**config.mk**
```make
export PLATFORM = sky130hd
export DESIGN_NAME = mem_stage_lsu
export DESIGN_NICKNAME = d
export VERILOG_FILES = /design/src/rtl/lsu_pkg.sv /design/src/rtl/mem_stage_lsu_load_align.sv /design/src/rtl/mem_stage_lsu.sv
export SDC_FILE = /design/constraint.sdc
export NUM_CORES = 1
export LEC_CHECK = 0
export CAP_MARGIN = 10
export CORE_MARGIN = 3
export CORE_UTILIZATION = 49
export DETAILED_ROUTE_END_ITERATION = 10
export PLACE_DENSITY = 0.89
export SETUP_SLACK_MARGIN = 0.1
export SLEW_MARGIN = 10
export SYNTH_ARGS = -nofsm -noshare
export SYNTH_HDL_FRONTEND = slang
export SYNTH_SLANG_ARGS = --single-unit
```
**constraint.sdc**
```tcl
create_clock -name clk -period 6.3 [get_ports clk]
set_input_delay 0.945 -clock clk [delete_from_list [all_inputs] [get_ports clk]]
set_output_delay 0.945 -clock clk [all_outputs]
set_load 0.1 [all_outputs]
```
**src/rtl/lsu_pkg.sv**
```systemverilog
// Shared definitions for the MEM-stage load/store unit: funct3 codes,
// FSM state encoding and access-size decoding.
package lsu_pkg;

    localparam logic [2:0] F3_B  = 3'b000;
    localparam logic [2:0] F3_H  = 3'b001;
    localparam logic [2:0] F3_W  = 3'b010;
    localparam logic [2:0] F3_BU = 3'b100;
    localparam logic [2:0] F3_HU = 3'b101;

    typedef enum logic [1:0] {
        ST_IDLE = 2'd0,
        ST_WAIT = 2'd1,
        ST_DONE = 2'd2
    } lsu_state_e;

    typedef enum logic [1:0] {
        SZ_B = 2'd0,
        SZ_H = 2'd1,
        SZ_W = 2'd2
    } lsu_size_e;

    // Unknown funct3 codes fall back to word size so they get word alignment.
    function automatic lsu_size_e size_of(input logic [2:0] f3);
        case (f3)
            F3_B, F3_BU: size_of = SZ_B;
            F3_H, F3_HU: size_of = SZ_H;
            default:     size_of = SZ_W;
        endcase
    endfunction

    function automatic logic is_misaligned(input lsu_size_e sz, input logic [1:0] lo);
        case (sz)
            SZ_B:    is_misaligned = 1'b0;
            SZ_H:    is_misaligned = lo[0];
            default: is_misaligned = |lo;
        endcase
    endfunction

endpackage

```
**src/rtl/mem_stage_lsu_load_align.sv**
```systemverilog
// Selects the addressed byte/half of a read word and sign/zero-extends it.
module load_align
    import lsu_pkg::*;
(
    input  logic [31:0] rdata,
    input  logic [1:0]  lo,
    input  logic [2:0]  f3,
    output logic [31:0] data
);

    logic [31:0] shifted;
    logic [7:0]  byte_sel;
    logic [15:0] half_sel;

    // Lane selection and extension of the read word.
    always_comb begin
        shifted  = rdata >> {lo, 3'b000};
        byte_sel = shifted[7:0];
        half_sel = lo[1] ? rdata[31:16] : rdata[15:0];
        case (f3)
            F3_B:    data = {{24{byte_sel[7]}}, byte_sel};
            F3_BU:   data = {24'h0, byte_sel};
            F3_H:    data = {{16{half_sel[15]}}, half_sel};
            F3_HU:   data = {16'h0, half_sel};
            default: data = rdata;
        endcase
    end

endmodule

```
**src/rtl/mem_stage_lsu.sv**
```systemverilog
// MEM-stage load/store unit: turns EX/MEM load/store control into a
// request/ready bus transaction, stalls while it is outstanding, formats
// load data, and flags misaligned accesses and bus timeouts.
module mem_stage_lsu
    import lsu_pkg::*;
#(
    parameter int TIMEOUT = 255
) (
    input  logic        clk,
    input  logic        reset,
    input  logic        MemRead,
    input  logic        MemWrite,
    input  logic [2:0]  funct3,
    input  logic [31:0] Alu_Result,
    input  logic [31:0] Store_Data,
    output logic        mem_req,
    output logic        mem_we,
    output logic [31:0] mem_addr,
    output logic [31:0] mem_wdata,
    output logic [3:0]  mem_wstrb,
    input  logic        mem_ready,
    input  logic [31:0] mem_rdata,
    output logic [31:0] MemReadData,
    output logic        stall,
    output logic        misaligned,
    output logic        bus_err
);

    localparam logic [15:0] CNT_LAST = 16'(TIMEOUT - 1);

    lsu_state_e  state_q, state_d;
    logic        req_q, req_d;
    logic        we_q, we_d;
    logic [31:0] addr_q, addr_d;
    logic [31:0] wdata_q, wdata_d;
    logic [3:0]  wstrb_q, wstrb_d;
    logic [31:0] rd_q, rd_d;
    logic        err_q, err_d;
    logic [15:0] cnt_q, cnt_d;
    logic [1:0]  lo_q, lo_d;
    logic [2:0]  f3_q, f3_d;

    logic        access;
    logic        bad_addr;
    lsu_size_e   sz;
    logic [31:0] lane_wdata;
    logic [3:0]  lane_wstrb;
    logic [31:0] load_data;

    // The captured byte offset and funct3 format the word returned in WAIT.
    load_align u_align (
        .rdata (mem_rdata),
        .lo    (lo_q),
        .f3    (f3_q),
        .data  (load_data)
    );

    // Access decode and store lane replication / byte strobes.
    always_comb begin
        access   = MemRead | MemWrite;
        sz       = size_of(funct3);
        bad_addr = is_misaligned(sz, Alu_Result[1:0]);
        case (sz)
            SZ_B: begin
                lane_wdata = {4{Store_Data[7:0]}};
                lane_wstrb = 4'b0001 << Alu_Result[1:0];
            end
            SZ_H: begin
                lane_wdata = {2{Store_Data[15:0]}};
                lane_wstrb = 4'b0011 << Alu_Result[1:0];
            end
            default: begin
                lane_wdata = Store_Data;
                lane_wstrb = 4'b1111;
            end
        endcase
        if (!MemWrite) begin
            lane_wstrb = 4'b0000;
        end
    end

    // Transaction FSM next-state and registered bus/result outputs.
    always_comb begin
        state_d = state_q;
        req_d   = req_q;
        we_d    = we_q;
        addr_d  = addr_q;
        wdata_d = wdata_q;
        wstrb_d = wstrb_q;
        rd_d    = rd_q;
        err_d   = 1'b0;
        cnt_d   = cnt_q;
        lo_d    = lo_q;
        f3_d    = f3_q;
        case (state_q)
            ST_IDLE: begin
                if (access && !bad_addr) begin
                    state_d = ST_WAIT;
                    req_d   = 1'b1;
                    we_d    = MemWrite;
                    addr_d  = {Alu_Result[31:2], 2'b00};
                    wdata_d = lane_wdata;
                    wstrb_d = lane_wstrb;
                    cnt_d   = 16'h0;
                    lo_d    = Alu_Result[1:0];
                    f3_d    = funct3;
                end
            end
            ST_WAIT: begin
                if (mem_ready) begin
                    state_d = ST_DONE;
                    req_d   = 1'b0;
                    if (!we_q) begin
                        rd_d = load_data;
                    end
                end else if (cnt_q == CNT_LAST) begin
                    state_d = ST_DONE;
                    req_d   = 1'b0;
                    err_d   = 1'b1;
                    rd_d    = 32'h0;
                end else begin
                    cnt_d = cnt_q + 16'h1;
                end
            end
            default: begin
                state_d = ST_IDLE;
            end
        endcase
    end

    // State registers with immediate asynchronous clear.
    always_ff @(posedge clk or posedge reset) begin
        if (reset) begin
            state_q <= ST_IDLE;
            req_q   <= 1'b0;
            we_q    <= 1'b0;
            addr_q  <= 32'h0;
            wdata_q <= 32'h0;
            wstrb_q <= 4'h0;
            rd_q    <= 32'h0;
            err_q   <= 1'b0;
            cnt_q   <= 16'h0;
            lo_q    <= 2'b00;
            f3_q    <= 3'b000;
        end else begin
            state_q <= state_d;
            req_q   <= req_d;
            we_q    <= we_d;
            addr_q  <= addr_d;
            wdata_q <= wdata_d;
            wstrb_q <= wstrb_d;
            rd_q    <= rd_d;
            err_q   <= err_d;
            cnt_q   <= cnt_d;
            lo_q    <= lo_d;
            f3_q    <= f3_d;
        end
    end

    // Stall covers the launch cycle and every WAIT cycle; DONE lets the pipeline advance.
    always_comb begin
        misaligned  = (state_q == ST_IDLE) && access && bad_addr;
        stall       = ((state_q == ST_IDLE) && access && !bad_addr) || (state_q == ST_WAIT);
        mem_req     = req_q;
        mem_we      = we_q;
        mem_addr    = addr_q;
        mem_wdata   = wdata_q;
        mem_wstrb   = wstrb_q;
        MemReadData = rd_q;
        bus_err     = err_q;
    end

endmodule

```
==> run summary <==
Worst Hold Class -> reg2reg
diodes inserted -> 0
Final Slew Violations -> 0
crit end category -> output pin
sequential fraction of the synthesis area -> 53.25%
leading area contributor after synthesis -> dfrtp_1
CP startpoint -> funct3[0]
clock root buffer -> clkbuf_16
top cells by area, synth -> dfrtp_1, nand2_1, mux2i_1, o21ai_0, o2bb2ai_1
Fillers -> 784
Detailed Place HPWL -> 12.27 mm
async set-or-reset flop fraction in the synthesized netlist -> 100.0%
remaining antenna violation count after routing -> 0
Area growth syn-to-layout -> 46.75%
initial antenna violation count -> 0
total track usage -> 26.84%
Worst slew margin -> 25.60%
YS warnings -> 0
Congestion Overflow GR -> 0
busiest grt layer -> met2
Avg Inst Size Synth -> 9.459 µm²
CTS tree -> built
ordered list of cells on the worst path -> clkdlybuf4s50_1 -> nand2_1 -> o2111a_2 -> or2_2 -> buf_4
critical path class -> in2out
H-tree depth -> 4
Synth top cells by count -> nand2_1, dfrtp_1, o21ai_0, mux2i_1
CTS max path bufs -> 2
Clk Latency, worst-skew pair -> 410 ps
core area -> 0.01152 mm²
Synth Flop Type -> dfrtp_1
Worst Max-Slew Pin Slew -> 1116 ps
synthesized area -> 0.005827 mm²
PortBufs -> 206
drt total wl -> 17.62 mm
Starting Density -> 50.60%
worst path arrival time -> 2930 ps
Detailed Routing Iterations Pass 1 -> 5
Resize count post-CTS -> 0
max frequency -> 258.0 MHz
share of layout cells above drive strength 1 -> 5.610%
Vias -> 5470
Hold Fails Final Rpt -> 0
clk_skew -> 10.73 ps
multi-input logic area -> 0.002577 mm²
GR Layer Usage met3 -> 10.42%
post-synth cell types -> 45
unrepaired setup endpoints after global routing -> false
Remaining DRCs -> 0
Yosys reg bits -> 124
crit path max fanout -> 13
Fin Setup TNS -> 0 ps
vias in the first global route -> 5537
Crit path required time -> 5350 ps
Tcrit/Tclk final -> 61.52%
sequential cell area -> 0.003103 mm²
post-cts hold buffer count -> 0
post-synth top area share -> 53.25%
count of flip-flops with a built-in enable after synthesis -> 0
status -> finished clean
cells after synthesis -> 616
GRT met1 Usage -> 31.93%
delay of the slowest cell on the worst path -> 930 ps
vias per cell -> 5.680
CTS sink cnt -> 124
max-cap violations -> 0
die span in y -> 115.1 µm
met2 usage -> 45.64%
minimum clock period -> 3876 ps
final setup fails -> 0
Post CTS Setup Buffer Count -> 0
count leader, synth -> nand2_1
largest net degree at the start of global routing -> 96
num rows -> 39
CP max-delay cell -> clkdlybuf4s50_1
first-pass GRT wire length -> 27.99 mm
crit path launch type -> input port
wire per inst -> 18.30 µm
TritonCTS buffer count -> 17
number of I/O pins -> 209
reg2reg start -> cnt_q[11]$_DFFE_PP0P_
final RePlAce weighted congestion -> 0.8451
Clock transition at path regs -> 60 ps
DR iter-0 viols -> 552
final net count -> 913
Die Wd -> 115.1 µm
die area -> 0.01324 mm²
min-delay src -> mem_addr[29]$_DFFE_PP0P_
-- sequential cells by signal, indices dropped and copies added (netlist names) --
register and cells:
MemReadData 32, mem_addr 30, mem_we 1, mem_req 1, bus_err 1, cnt_q 16
mem_wstrb 4, mem_wdata 32, lo_q 2, state_q 2, f3_q 3
-- layer usage --
| metal | routed length (µm) | vias to the layer above |
|---|---|---|
| met5 | 0 | - |
| met4 | 264 | 0 |
| met3 | 1641 | 28 |
| met2 | 8803 | 233 |
| met1 | 6913 | 2670 |
| li1 | - | 2539 |
-- worst paths after layout --
check                      depth (start not counted)  slack (ps)                         end
max                                                5        2420                       stall
min                                                2         480    mem_addr[29]$_DFFE_PP0P_
max reg2reg                                        4        3580  MemReadData[7]$_DFFE_PP0P_
min reg2reg                                        2         480    mem_addr[29]$_DFFE_PP0P_
max in group asynchronous                          3        3990         mem_req$_DFFE_PP0P_
min in group asynchronous                          2        1130    mem_wdata[9]$_DFFE_PP0P_
-- final cells by class --
| class | count | area share [%] |
|---|---|---|
| Clock buffer | 25 | 5.912 |
| Clock inverter | 7 | 0.9950 |
| Inverter | 3 | 0.1610 |
| Multi-Input combinational cell | 451 | 30.14 |
| Sequential cell | 124 | 36.29 |
| Tap cell | 143 | 2.092 |
| Timing Repair Buffer | 210 | 24.41 |
-- worst max-delay path, delay by kind of cell --
| kind | cells | cell delay (ps) |
|---|---|---|
| buffers and inverters | 2 | 1170 |
| and+or+nand+nor | 2 | 560 |
| AOI/OAI and AO/OA | 1 | 250 |
-- metrics by stage --
stage          hold slack, ps  instance area [µm²]  std cells  setup WS [ps]  util [%]
2_1_floorplan           439.2                 5831        617           2056         -
3_3_place_gp            458.3                 7960        931           2454     69.12
3_5_place_dp            463.3                 7960        931           2447     69.12
4_1_cts                 475.1                 8551        963           2444     74.25
5_1_grt                 496.4                 8551        963           2329     74.25
6_report                475.0                 8551        963           2424     74.25
-- cells by family (layout without fill, tap and decap cells) --
kind of cell / after synthesis / in the layout / share of synthesized area (%)
adder cells (fa/ha/maj): 2 / 2 / 0.4294
buffers and inverters: 42 / 245 / 2.899
flip-flops: 124 / 124 / 53.25
other: 1 / 2 / 0.06436
AO/OA/AOI/OAI: 159 / 159 / 17.91
multiplexers: 41 / 41 / 7.322
AND/OR/NAND/NOR: 247 / 247 / 18.12
-- placed cells by master (no fill, tap or decap), types with 2 or more instances in the layout --
cell / n
clkdlybuf4s50_1: 204
nand2_1: 179
dfrtp_1: 124
o21ai_0: 51
mux2i_1: 37
a21oi_1: 29
o2bb2ai_1: 24
nor2_1: 22
clkbuf_16: 17
o21a_1: 15
o211ai_1: 10
nor2b_1: 9
a211oi_1: 8
o221ai_1: 7
o31ai_1: 7
nand3_1: 6
buf_4: 6
nor3_1: 5
nand2b_1: 5
clkbuf_8: 5
clkinv_2: 5
and2_1: 3
mux2_2: 3
clkbuf_1: 3
inv_1: 2
and4_1: 2
nor4_1: 2
o2111ai_1: 2
and3_1: 2
nand4_1: 2
nand3b_1: 2
ha_1: 2
conb_1: 2
bufinv_16: 2
Power is left out: the tool's default activity adds up to more than one toggle a clock period on the data nets, which glitch-free logic cannot reach.
